--- config.mk ---
export PLATFORM = sky130hd
export DESIGN_NAME = ram_port_arbiter
export DESIGN_NICKNAME = d
export VERILOG_FILES = /design/src/rtl/ram_port_arbiter.sv
export SDC_FILE = /design/constraint.sdc
export NUM_CORES = 1
export LEC_CHECK = 0
export CELL_PAD_IN_SITES_DETAIL_PLACEMENT = 1
export CELL_PAD_IN_SITES_GLOBAL_PLACEMENT = 1
export CORE_AREA = 2 2 269 271
export CTS_CLUSTER_SIZE = 24
export DETAILED_ROUTE_END_ITERATION = 10
export DIE_AREA = 0 0 271 273
export MAX_ROUTING_LAYER = met4
export PLACE_DENSITY = 0.53
export RECOVER_POWER = 50
export SETUP_SLACK_MARGIN = 0.1
export SLEW_MARGIN = 20
export SYNTH_ARGS = -nofsm -noshare
export SYNTH_HDL_FRONTEND = slang
export SYNTH_SLANG_ARGS = --single-unit
--- constraint.sdc ---
create_clock -name clk -period 13.9 [get_ports clk]
set_clock_uncertainty 0.1 [all_clocks]
set_input_delay 3.475 -clock clk [delete_from_list [all_inputs] [get_ports clk]]
set_output_delay 3.475 -clock clk [all_outputs]
set_load 0.05 [all_outputs]
--- src/rtl/ram_port_arbiter.sv ---
// rtl/ram_port_arbiter.sv - two-grant round-robin arbiter in front of a two-port RAM (optional ARB_STATS_EN grant counters)
module ram_port_arbiter #(
    parameter int NUM_CORES      = 4,
    parameter int address_length = 4,
    parameter int word_length    = 64
) (
    input  logic                                clk,
    input  logic                                reset,
    input  logic [NUM_CORES-1:0]                req_valid,
    input  logic [NUM_CORES-1:0]                req_we,
    input  logic [NUM_CORES*address_length-1:0] req_addr,
    input  logic [NUM_CORES*word_length-1:0]    req_wdata,
    output logic [NUM_CORES-1:0]                req_ready,
    output logic [NUM_CORES-1:0]                rsp_valid,
    output logic [word_length-1:0]              rsp_rdata,
    output logic [word_length-1:0]              rsp_rdata_b,
    output logic [address_length-1:0]           address_a,
    output logic [address_length-1:0]           address_b,
    output logic [word_length-1:0]              data_a,
    output logic [word_length-1:0]              data_b,
    output logic                                wren_a,
    output logic                                wren_b,
    input  logic [word_length-1:0]              q_a,
    input  logic [word_length-1:0]              q_b
`ifdef ARB_STATS_EN
    ,
    output logic [NUM_CORES*16-1:0]             stat_grants
`endif
);

    localparam int PTR_W = (NUM_CORES > 1) ? $clog2(NUM_CORES) : 1;

    logic [PTR_W-1:0]          rr_ptr;
    logic [PTR_W-1:0]          rr_next;
    logic [PTR_W-1:0]          win_a;
    logic [PTR_W-1:0]          win_b;
    logic [PTR_W-1:0]          cand;
    logic [PTR_W-1:0]          last_win;
    logic                      found_a;
    logic                      found_b;
    logic                      hazard;
    logic [NUM_CORES-1:0]      grant_a;
    logic [NUM_CORES-1:0]      grant_b;
    logic [NUM_CORES-1:0]      port_tag;
    logic [PTR_W:0]            next_sum;

    logic [address_length-1:0] addr_arr  [NUM_CORES];
    logic [word_length-1:0]    wdata_arr [NUM_CORES];

    // Unpack the flat per-core payload buses into indexable arrays
    for (genvar g = 0; g < NUM_CORES; g++) begin : g_unpack
        assign addr_arr[g]  = req_addr[g*address_length +: address_length];
        assign wdata_arr[g] = req_wdata[g*word_length +: word_length];
    end

    // Core index visited at position 'offset' of the round-robin scan
    function automatic logic [PTR_W-1:0] rr_index(input logic [PTR_W-1:0] base,
                                                  input int unsigned      offset);
        logic [PTR_W:0] s;
        s = {1'b0, base} + (PTR_W+1)'(offset);
        if (s >= (PTR_W+1)'(NUM_CORES)) begin
            s = s - (PTR_W+1)'(NUM_CORES);
        end
        return s[PTR_W-1:0];
    endfunction

    // Scan from rr_ptr: first valid core takes port A, next hazard-free valid core takes port B
    always_comb begin
        found_a = 1'b0;
        found_b = 1'b0;
        win_a   = '0;
        win_b   = '0;
        cand    = '0;
        hazard  = 1'b0;
        for (int k = 0; k < NUM_CORES; k++) begin
            cand   = rr_index(rr_ptr, k);
            // A same-address pair is only safe when both sides are reads
            hazard = found_a && (addr_arr[cand] == addr_arr[win_a]) &&
                     (req_we[cand] || req_we[win_a]);
            if (req_valid[cand]) begin
                if (!found_a) begin
                    found_a = 1'b1;
                    win_a   = cand;
                end else if (!found_b && !hazard) begin
                    found_b = 1'b1;
                    win_b   = cand;
                end
            end
        end
    end

    // One-hot grant vectors, suppressed entirely while reset is held
    always_comb begin
        grant_a = '0;
        grant_b = '0;
        if (found_a && !reset) begin
            grant_a[win_a] = 1'b1;
        end
        if (found_b && !reset) begin
            grant_b[win_b] = 1'b1;
        end
    end

    assign req_ready = grant_a | grant_b;

    // RAM port drive; an idle port never writes
    always_comb begin
        address_a = '0;
        data_a    = '0;
        wren_a    = 1'b0;
        address_b = '0;
        data_b    = '0;
        wren_b    = 1'b0;
        if (found_a) begin
            address_a = addr_arr[win_a];
            data_a    = wdata_arr[win_a];
            wren_a    = req_we[win_a] && !reset;
        end
        if (found_b) begin
            address_b = addr_arr[win_b];
            data_b    = wdata_arr[win_b];
            wren_b    = req_we[win_b] && !reset;
        end
    end

    // Pointer moves just past the last core granted this cycle
    always_comb begin
        last_win = found_b ? win_b : win_a;
        next_sum = {1'b0, last_win} + (PTR_W+1)'(1);
        if (next_sum >= (PTR_W+1)'(NUM_CORES)) begin
            next_sum = '0;
        end
        rr_next = next_sum[PTR_W-1:0];
    end

    // Round-robin pointer, one-cycle response strobe and per-core port tag
    always_ff @(posedge clk or posedge reset) begin
        if (reset) begin
            rr_ptr    <= '0;
            rsp_valid <= '0;
            port_tag  <= '0;
        end else begin
            rsp_valid <= req_ready;
            if (|req_ready) begin
                rr_ptr <= rr_next;
            end
            for (int i = 0; i < NUM_CORES; i++) begin
                if (req_ready[i]) begin
                    port_tag[i] <= grant_b[i];
                end
            end
        end
    end

    // Route each RAM port's read data to the bus matching the responding cores' tags
    always_comb begin
        rsp_rdata   = '0;
        rsp_rdata_b = '0;
        if (|(rsp_valid & ~port_tag)) begin
            rsp_rdata = q_a;
        end
        if (|(rsp_valid & port_tag)) begin
            rsp_rdata_b = q_b;
        end
    end

`ifdef ARB_STATS_EN
    logic [15:0] grant_cnt [NUM_CORES];

    for (genvar g = 0; g < NUM_CORES; g++) begin : g_stats
        // Saturating per-core grant counter
        always_ff @(posedge clk or posedge reset) begin
            if (reset) begin
                grant_cnt[g] <= '0;
            end else if (req_ready[g] && (grant_cnt[g] != 16'hFFFF)) begin
                grant_cnt[g] <= grant_cnt[g] + 16'd1;
            end
        end
        assign stat_grants[g*16 +: 16] = grant_cnt[g];
    end
`endif

endmodule

==> flow_metrics.py <==
metrics = {
    "outcome": {
        "status": "complete, but fails checks",
        "violations": "capacitance limit, slew limit",
    },
    "timing": {
        "rsz0062_at_grt": "no",
        "finalHoldViolations": 0,
        "setup_tns_ps": 0,
        "final_max_slew_viol_count": 8,
        "setup_slack_ps": 771,
        "fin_crit_ps": 13130,
        "fmax_mhz": 76.2,
        "slew_headroom_pct": -12.4,
        "post-route-period-util_pct": 94.5,
        "finalSetupViolations": 0,
        "worstMarginPinSlew_ps": 1670,
        "whs_ps": 397,
    },
    "detailed_routing": {
        "vias": 11813,
        "wire_per_inst_um": 24.0,
        "dr.pass1.iters": 4,
        "ant_nets": 0,
        "drt-total-wl_um": 63100,
        "drc_errors": 0,
        "drt_iter0_drc": 627,
        "via_per_inst": 4.49,
    },
    "clock_network": {
        "cts_tree": "done",
        "htreeDepth": 1,
        "cts_sinks": 10,
        "clkTransAtPathRegs_ps": 40,
        "root_buffer": "clkbuf_16",
        "clock_path_buffers": 2,
        "cts_resized": 0,
        "post_cts_buffers": 0,
        "insertion_delay_ps": 240,
        "ctsHoldBuffers": 0,
        "cts_inserted_buffers": 3,
    },
    "placement": {
        "io_buffers": 683,
        "place_ws_ps": 955,
        "place.gp.congestion": 0.873,
        "place_hpwl_um": 50000,
    },
    "critical_path": {
        "worstPathRequired_ps": 10320,
        "crit_buf_inv": 5,
        "worstSetupEndpointType": "output port",
        "cpPeakStageDelay_ps": 890,
        "path_cells": "clkdlybuf4s50_1 > buf_4 > nor2b_1 > a21oi_1 > mux2i_1 > ha_1 > inv_1 > mux4_2 > a211oi_1 > a31oi_1 > a31oi_1 > nand3_1 > a211oi_1 > a221oi_4 > buf_12 > a311oi_1 > clkdlybuf4s50_1",
        "critPathLaunchType": "input port",
        "critPathMaxFanout": 70,
        "cp_top_family": "compound AO/OA/AOI/OAI gates",
        "cp_slowest_cell": "clkdlybuf4s50_1",
        "arrival_ps": 9550,
        "worstSetupPathType": "in2out",
    },
    "final_layout": {
        "layout.nets": 2081,
        "syn2layout_area_growth_pct": 95.6,
        "finalCoreUtilization_pct": 22.9,
        "multi_input_area_um2": 7380,
        "layout-drive-gt1-share_pct": 9.89,
        "register_area_um2": 253,
        "fill_cells": 8285,
    },
    "global_route": {
        "antenna_found_initial": 16,
        "grtUsageTotal_pct": 16.4,
        "grt_max_degree": 137,
        "grt_pass1_vias": 12712,
        "grt_pass1_wl_um": 88800,
        "grt.overflow.total": 0,
    },
    "logic_synthesis": {
        "synthCells": 1085,
        "synth_edf_count": 0,
        "ys_ff_latch": 10,
        "ys.warnings.count": 0,
        "avgSynthCellArea_um2": 7.66,
        "ys_async_sr_fraction_pct": 100,
        "ys.flop_type": "dfrtp_1",
        "synth_fp_nets": 1496,
        "synth.distinct_cells": 80,
        "seq_area_frac_synth_pct": 3.01,
        "synth_area_um2": 8310,
    },
    "worst_hold_path": {
        "hold_class": "reg2reg",
    },
    "floorplanning": {
        "core-area_um2": 71000,
        "num_rows": 98,
        "fp.dieW_um": 271,
        "start_util_pct": 11.7,
        "dieArea_um2": 74000,
        "die_h_um": 273,
        "ios": 684,
    },
    "job": {
        "maxCapViolations": 1,
    },
}
-- sequential cells by signal (all words and copies together), names as in the netlist --
register	count
port_tag	4
rsp_valid	4
rr_ptr	2
-- routing by layer --
metal / track usage (%) / vias up / wire (um)
met5: - / - / 0
met3: 4.34 / 64 / 4300
met4: 5.71 / 0 / 1880
li1: - / 5334 / -
met1: 17.6 / 5881 / 24500
met2: 29.2 / 534 / 32500
-- layout make-up --
class / instances / share of cell area, %
timing repair buffer: 720 / 44.6
tap: 950 / 7.31
sequential: 10 / 1.55
antenna: 11 / 0.169
inverter: 19 / 0.439
clock buffer: 4 / 0.547
multi-input combinational: 916 / 45.4
-- placed cells by master, fill, tap and decap left out, types with 65 or more instances in the layout --
cell type / n
o21ai_0: 88
nor2b_1: 77
and2_1: 136
clkdlybuf4s50_1: 538
nand2_1: 101
dlygate4sd3_1: 129
a311oi_1: 65
o21a_1: 69
a211oi_1: 76
mux4_2: 80
-- synthesized netlist by cell type (all sizes together), types with 8 or more instances --
library cell	count	area (um^2)
and2	136	851
nand2	101	379
clkbuf	93	349
o21ai	90	450
mux4	80	1800
nor2b	78	495
a211oi	77	583
o21a	69	518
a311oi	65	569
buf	47	290
mux2i	25	258
a21oi	20	104
inv	19	71.3
nor2	16	62.6
nor3	14	80.1
nand3	12	60.1
a31oi	11	90.1
dfrtp	10	250
a22oi	9	67.6
mux2	8	90.1
-- through the flow --
stage	instances	cell area [um^2]
finish	2630	16300
global route	2629	16300
CTS	2618	16200
detailed placement	2614	16100
global placement	2614	16100
floorplan	1085	8310
-- logic make-up after synthesis --
kind of cell | after synthesis | synth area share (%)
mux | 113 | 25.9
fa+ha+maj | 1 | 0.151
simple gates | 395 | 26.7
buf+inv | 159 | 8.55
compound gates | 394 | 34.4
flops | 10 | 3.01
xor+xnor | 13 | 1.37
-- worst reg2reg max path, delay by kind of cell, from the launching register on --
kind | cells | cell delay [ps]
adder cells (fa/ha/maj) | 1 | 480
buffers and inverters | 5 | 1640
AO/OA/AOI/OAI | 5 | 1180
flip-flops | 1 | 330
multiplexers | 2 | 450
AND/OR/NAND/NOR | 4 | 1920
-- path summary, 6_finish.rpt --
path	start	to	slack (ps)	cells past startpoint
min	port_tag[0]	port_tag[0]	400	2
max in group asynchronous	reset	rr_ptr[1]	9680	2
min in group asynchronous	reset	rsp_valid[3]	3730	2
max reg2reg	rr_ptr[0]	rr_ptr[1]	7730	17
min reg2reg	port_tag[0]	port_tag[0]	400	2
max	req_valid[0]	data_b[43]	770	17
Power is not shown: default switching activity piles up to over one toggle a cycle in this logic, so the estimate is an artifact.
